**config.mk**
```make
export PLATFORM = sky130hd
export DESIGN_NAME = fp_mul_arbiter
export DESIGN_NICKNAME = d
export VERILOG_FILES = /design/src/rtl/fp_mul_arbiter.sv
export SDC_FILE = /design/constraint.sdc
export NUM_CORES = 1
export LEC_CHECK = 0
export ABC_AREA = 0
export ABC_CLOCK_PERIOD_IN_PS = 2200
export BUFFER_PORTS_ARGS = -buffer_cell sky130_fd_sc_hd__buf_2
export CORE_AREA = 2 2 118 120
export CTS_CLUSTER_DIAMETER = 40
export DETAILED_ROUTE_END_ITERATION = 8
export DIE_AREA = 0 0 120 122
export PLACE_DENSITY = 0.5
export RECOVER_POWER = 25
export SLEW_MARGIN = 20
export SYNTH_ARGS = -nofsm -noshare
export SYNTH_HDL_FRONTEND = slang
export SYNTH_SLANG_ARGS = --single-unit
```
**constraint.sdc**
```tcl
create_clock -name clk -period 2.2 [get_ports clk]
set_clock_uncertainty 0.1 [all_clocks]
set_input_delay 0.44 -clock clk [delete_from_list [all_inputs] [get_ports clk]]
set_output_delay 0.44 -clock clk [all_outputs]
set_load 0.05 [all_outputs]
```
**src/rtl/fp_mul_arbiter.sv**
```systemverilog
// Round-robin arbiter sharing one pipelined FP multiplier between two requesters.
// A {valid, owner} tag pipe aligned with the multiplier latency steers each product home.
module fp_mul_arbiter #(
  parameter int unsigned MUL_LAT = 4,
  parameter int unsigned CNT_W   = 3
) (
  input  logic             clk,
  input  logic             rst,
  input  logic             req0_valid,
  input  logic [31:0]      req0_a,
  input  logic [31:0]      req0_b,
  output logic             req0_ready,
  input  logic             req1_valid,
  input  logic [31:0]      req1_a,
  input  logic [31:0]      req1_b,
  output logic             req1_ready,
  output logic [31:0]      mul_a,
  output logic [31:0]      mul_b,
  input  logic [31:0]      mul_c,
  output logic             rsp0_valid,
  output logic [31:0]      rsp0_c,
  output logic             rsp1_valid,
  output logic [31:0]      rsp1_c,
  input  logic             drain,
  output logic             idle,
  output logic [CNT_W-1:0] in_flight
);

  typedef enum logic {RUN, DRAIN} state_e;

  state_e             state_q, state_d;
  logic               prio_q, prio_d;
  logic [MUL_LAT-1:0] tag_v_q, tag_v_d;
  logic [MUL_LAT-1:0] tag_id_q, tag_id_d;
  logic [CNT_W-1:0]   in_flight_q, in_flight_d;

  logic grant;
  logic grant_id;
  logic retire;

  always_comb begin
    grant    = 1'b0;
    grant_id = 1'b0;
    if (!rst && !drain && (state_q == RUN)) begin
      if (req0_valid && req1_valid) begin
        grant    = 1'b1;
        grant_id = prio_q;
      end else if (req0_valid) begin
        grant    = 1'b1;
        grant_id = 1'b0;
      end else if (req1_valid) begin
        grant    = 1'b1;
        grant_id = 1'b1;
      end
    end
  end

  assign retire = tag_v_q[MUL_LAT-1];

  always_comb begin
    state_d     = drain ? DRAIN : RUN;
    prio_d      = grant ? ~grant_id : prio_q;
    tag_v_d     = '0;
    tag_id_d    = '0;
    tag_v_d[0]  = grant;
    tag_id_d[0] = grant_id;
    for (int unsigned i = 1; i < MUL_LAT; i++) begin
      tag_v_d[i]  = tag_v_q[i-1];
      tag_id_d[i] = tag_id_q[i-1];
    end
    in_flight_d = in_flight_q;
    if (grant && !retire)
      in_flight_d = in_flight_q + CNT_W'(1);
    else if (!grant && retire)
      in_flight_d = in_flight_q - CNT_W'(1);
  end

  always_ff @(posedge clk) begin
    if (rst) begin
      state_q     <= RUN;
      prio_q      <= 1'b0;
      tag_v_q     <= '0;
      tag_id_q    <= '0;
      in_flight_q <= '0;
    end else begin
      state_q     <= state_d;
      prio_q      <= prio_d;
      tag_v_q     <= tag_v_d;
      tag_id_q    <= tag_id_d;
      in_flight_q <= in_flight_d;
    end
  end

  assign req0_ready = grant && !grant_id;
  assign req1_ready = grant &&  grant_id;

  // Bubbles go in as zero operands; their tag is invalid so the product is ignored.
  assign mul_a = grant ? (grant_id ? req1_a : req0_a) : '0;
  assign mul_b = grant ? (grant_id ? req1_b : req0_b) : '0;

  assign rsp0_valid = retire && !tag_id_q[MUL_LAT-1];
  assign rsp1_valid = retire &&  tag_id_q[MUL_LAT-1];
  assign rsp0_c     = mul_c;
  assign rsp1_c     = mul_c;

  assign in_flight = in_flight_q;
  assign idle      = (in_flight_q == '0) && !grant;

endmodule

```
* Word-level counts from Yosys, hierarchy flattened
Index checks and enable logic that the tools add are counted.
W data, S select, Z words.
** Word-level totals
- Register bits :: 13
- Bits of input ports :: 165
- Word-level logic and storage cells :: 41
** Cells by class
- Reductions and logical operators :: 18
- Bitwise operators :: 2
- $add $sub $neg :: 2
- Multiplexer cells :: 14
** Operators by type and width (number)
- $mux W32 :: 4
- $logic_and A1 B1 Y1 :: 10
- $mux W1 :: 8
- $logic_not A1 Y1 :: 6
- $mux W3 :: 2
- $add A3 B1 Y3 const B :: 1
- $logic_not A3 Y1 :: 1
- $sub A3 B1 Y3 const B :: 1
- $not A1 Y1 :: 2
- $reduce_bool A2 Y1 :: 1

* Logic depth before layout (Yosys ltp)
- Depth in word-level cells :: 8
- Gate-level depth with buffers :: 8

* Least setup slack after synthesis
OpenSTA, ideal clock, no wires.
- Path type :: reg-to-output
- Start point :: reg in_flight_q[0], in the netlist in_flight[0]
- End point :: out idle
- Buffers on the path :: 0
- Stages on the path, launching flop included :: 2
- Slack :: -457 ps
- Arrival time :: 2117 ps
- Cells stage by stage :: dfxtp_1 nor4_1
** Between the ends
- Cells in the longest elaborated chain, start to end :: 2
** RTL lines
- start, declared :: RTL line 35 : logic [CNT_W-1:0] in_flight_q, in_flight_d;
- start signal, assigned :: RTL line 90 : in_flight_q <= in_flight_d;
- $logic_not A3 Y1 :: RTL line 107 : assign idle = (in_flight_q == '0) && !grant;
- $logic_and A1 B1 Y1 :: RTL line 107
- end, declared :: RTL line 25 : output logic idle,
Every way passes these cells.

* Final worst setup path
- Start point :: in rst
- End point :: out mul_b[12]
** Between the ends
- Cells in the longest elaborated chain, start to end :: 6
- Elaborated cells on any way between the ends :: 7
** RTL lines
- start, declared :: RTL line 8 : input logic rst,
- $logic_not A1 Y1 (*) :: RTL line 44 : if (!rst && !drain && (state_q == RUN)) begin
- $logic_and A1 B1 Y1 (*) (2 in a row) :: RTL line 44
- $mux W1 :: RTL line 44
- $mux W32 :: RTL line 99 : assign mul_b = grant ? (grant_id ? req1_b : req0_b) : '0;
- $mux W32 (*) :: RTL line 99
- end, declared :: RTL line 18 : output logic [31:0] mul_b,
Mark *: on every way between the ends. The rest lies on a longest branch, timed or not.

==> results.md <==
- Outcome: complete, no violations
- Hold Fails Final Rpt: 0
- CTS tree: built
- Synth Register Bits: 13
- Critical path arrival: 1.62 ns
- Most crowded layer after global routing: met2
- CTS Sinks: 13
- DRT iter0 DRCs: 61
- Total CTS buffers: 3
- Yosys top cell area share: 32.7%
- Post-synthesis xor/xnor area fraction: roughly 1.0%
- Area leader, netlist: a22o_1
- WL final: 6130 um
- Post-synthesis adder-cell area fraction: 1.90%
- Clock latency at the later pin of the worst-skew pair: 0.24 ns
- Most frequent cells in the layout: buf_2 (138), a22o_1 (55), buf_4 (35)
- Mux share of post-synthesis cell area: 0.585%
- Multi-input gate area: 818 um^2
- DR vias/cell: between 3 and 4
- Final Core Density: between 20% and 30%
- Critical path launch point type: input pin
- Clock Pin Slew Worst Setup and Hold Paths: 0.04 ns
- Max-slew violations: 0
- DR WL/cell: 12.1 um
- Seq. cell area: about 260 um^2
- Largest net degree at the start of global routing: 35
- Leak Pwr: 1.48 nW
- Tcrit/Tclk final: between 90% and 100%
- Mapped Cells: between 150 and 200
- Synth Cell Area: approximately 1700 um^2
- M3 GR Usage: around 3.1%
- Initial Utilization: about an eighth
- Worst setup EP type: primary output
- Hold slack: 0.334 ns
- Initial antenna violation count: 0
- GRT Util Overall: under 10%
- Simple-gate share of the synthesized area: under 10%
- Number of global-route vias before repair: approximately 1.6k
- Worst hold endpoint: tag_v_q[2]
- Maximum vdd ir drop: 0.673 mV
- Max-cap violations: 0
- RSZ-0062 raised after global routing: yes
- Drt drc: 0
- R2R Path End: in_flight[2]
- Hold Path Cell Cnt: 1
- DRT Pass-1 Iters: 4
- Dominant cells by area after synthesis: a22o_1 (33%), buf_4 (28%), dfxtp_1 (15%)
- Core area: 13,500 um^2
- Post-route ant nets: 0
- Worst-path fanout max: 31
- Count of cell types in the netlist: 27
- Area growth, synth to finish: 68.8%
- Slew margin rel.: 82.4%
- Mean Syn Cell Area: between 9 and 10 um^2
- Die area: 14,600 um^2
- I/O Pins: around 300
- Worst min path class: reg -> reg
- R2R Setup Slk: 0.13 ns
- RR Startpoint: state_q
- CTS H-tree lvls: 1
- Most common cell after layout, fill and taps aside: buf_2
- Die height: roughly 120 um
- GR Overflow Total: 0
- Setup violations, final: 0
- First-pass GRT wire length: 7440 um
- Port Buffers: about 200
- Gp weighted congestion: 0.653
- Mapped Nets: 356
- Sequential share of the synthesized area: 15.2%
- Power Dens Cells: 396 nW/um^2
- Fraction of the mapped netlist area in compound gates: 35.0%
- Worst-Margin Slew: 0.266 ns
- Ant. Diodes: 0
- CTS root buffer: clkbuf_16
- Largest family of logic cells by synthesized area: buffers and inverters
- Worst reg-to-reg path cell count: 9
- Fill cell count: 1,496
- Clock period minus worst slack: 2.16 ns
- Hold_sp: tag_v_q[1]
- Critical Path RT: 1.66 ns
- Critical path class: in -> out
- Clock Path Buffers: 2
- Fraction of layout cells with a size suffix above 1: between 70 and 80%
- Met1 Usage GRT: approximately 8%
- Chip width: roughly 120 um
- Overall power: 1.14 mW
- Setup TNS: 0 ns
- Dpl hpwl: 4710 um
- Row count: 43
- GR Layer Usage met2: 9.80%
- Routed via count: 1,937
- Final nets: 496
- Ys Warns: 0
- Fmax: 0.463 GHz
==> critical path, stage by stage <==
cell    delay [ns]
buf_8         0.10
nor3_4        0.22
and3_4        0.28
buf_12        0.19
a22o_1        0.20
buf_6         0.17
==> per-layer routing <==
layer / vias up / wire, um
li1: 909 / -
met1: 885 / 2450
met2: 143 / 2940
met3: 0 / 730
met4: 0 / 0
met5: - / 0
==> registers in the layout, summed over array words and instances (netlist names) <==
signal / flops
in_flight: 3
prio_q: 1
state_q: 1
tag_id_q: 4
tag_v_q: 4
==> cells in the mapped netlist <==
library cell	number
and3_1	2
ha_1	1
nand2b_1	1
nand2_1	1
buf_6	6
or3_1	1
fa_1	1
nor4_1	1
nor3_4	1
nor2_1	4
inv_1	2
o21a_1	2
and2_1	1
o21ai_0	1
buf_2	2
buf_12	1
nor2b_1	7
buf_8	5
and3_4	1
dfxtp_1	13
xor2_1	2
buf_4	64
a22o_1	64
clkbuf_1	1
a21oi_1	2
a311oi_1	1
mux2i_1	1
==> worst max path at each step <==
| stage | from | end | depth (start not counted) | slack, ns |
|---|---|---|---|---|
| after floorplan | rst | in_flight[2] | 8 | 0.06 |
| after global placement | rst | in_flight[2] | 9 | -0.09 |
| after detailed placement | rst | in_flight[2] | 9 | -0.16 |
| after CTS | drain | mul_a[1] | 6 | 0.006 |
| after global routing | rst | mul_b[14] | 6 | -0.03 |
| final | rst | mul_b[12] | 6 | 0.04 |
==> per-stage QoR <==
step           area (um^2)  cells  setup WS, ns
4_1_cts               2720    505       0.00567
3_3_place_gp          2450    501       -0.0936
5_1_grt               2890    508       -0.0293
6_report              2890    508        0.0413
2_1_floorplan         1730    189        0.0575
3_5_place_dp          2450    501        -0.158
==> timing repair <==
item                                    in CTS  in global routing
endpoints found under the setup margin      64                 65
resized for setup                           70                 31
setup buffers                                0                  1
cloned                                       0                  2
hold buffers                                 0                  0
pin swaps                                    0                  1
==> power breakdown <==
part	switching [mW]	total [mW]	leakage [nW]	internal, mW
logic	0.318	0.555	1.34	0.237
registers	0.00914	0.256	0.106	0.247
clock network	0.0904	0.334	0.0382	0.244
==> cells by family after synthesis <==
| group | after synthesis |
|---|---|
| and+or+nand+nor | 20 |
| DFF | 13 |
| xor gates and xnor gates | 2 |
| buffers and inverters | 81 |
| adders and majority gates | 2 |
| AOI/OAI and AO/OA | 70 |
| muxes | 1 |
==> area by class of cell <==
class	instances	area share, %
Multi-Input combinational cell	95	28.3
Sequential cell	13	9.01
Timing Repair Buffer	214	51.9
Inverter	2	0.260
Clock buffer	4	2.73
Tap cell	180	7.80
Note: power is estimated with default switching activity, not from simulation.
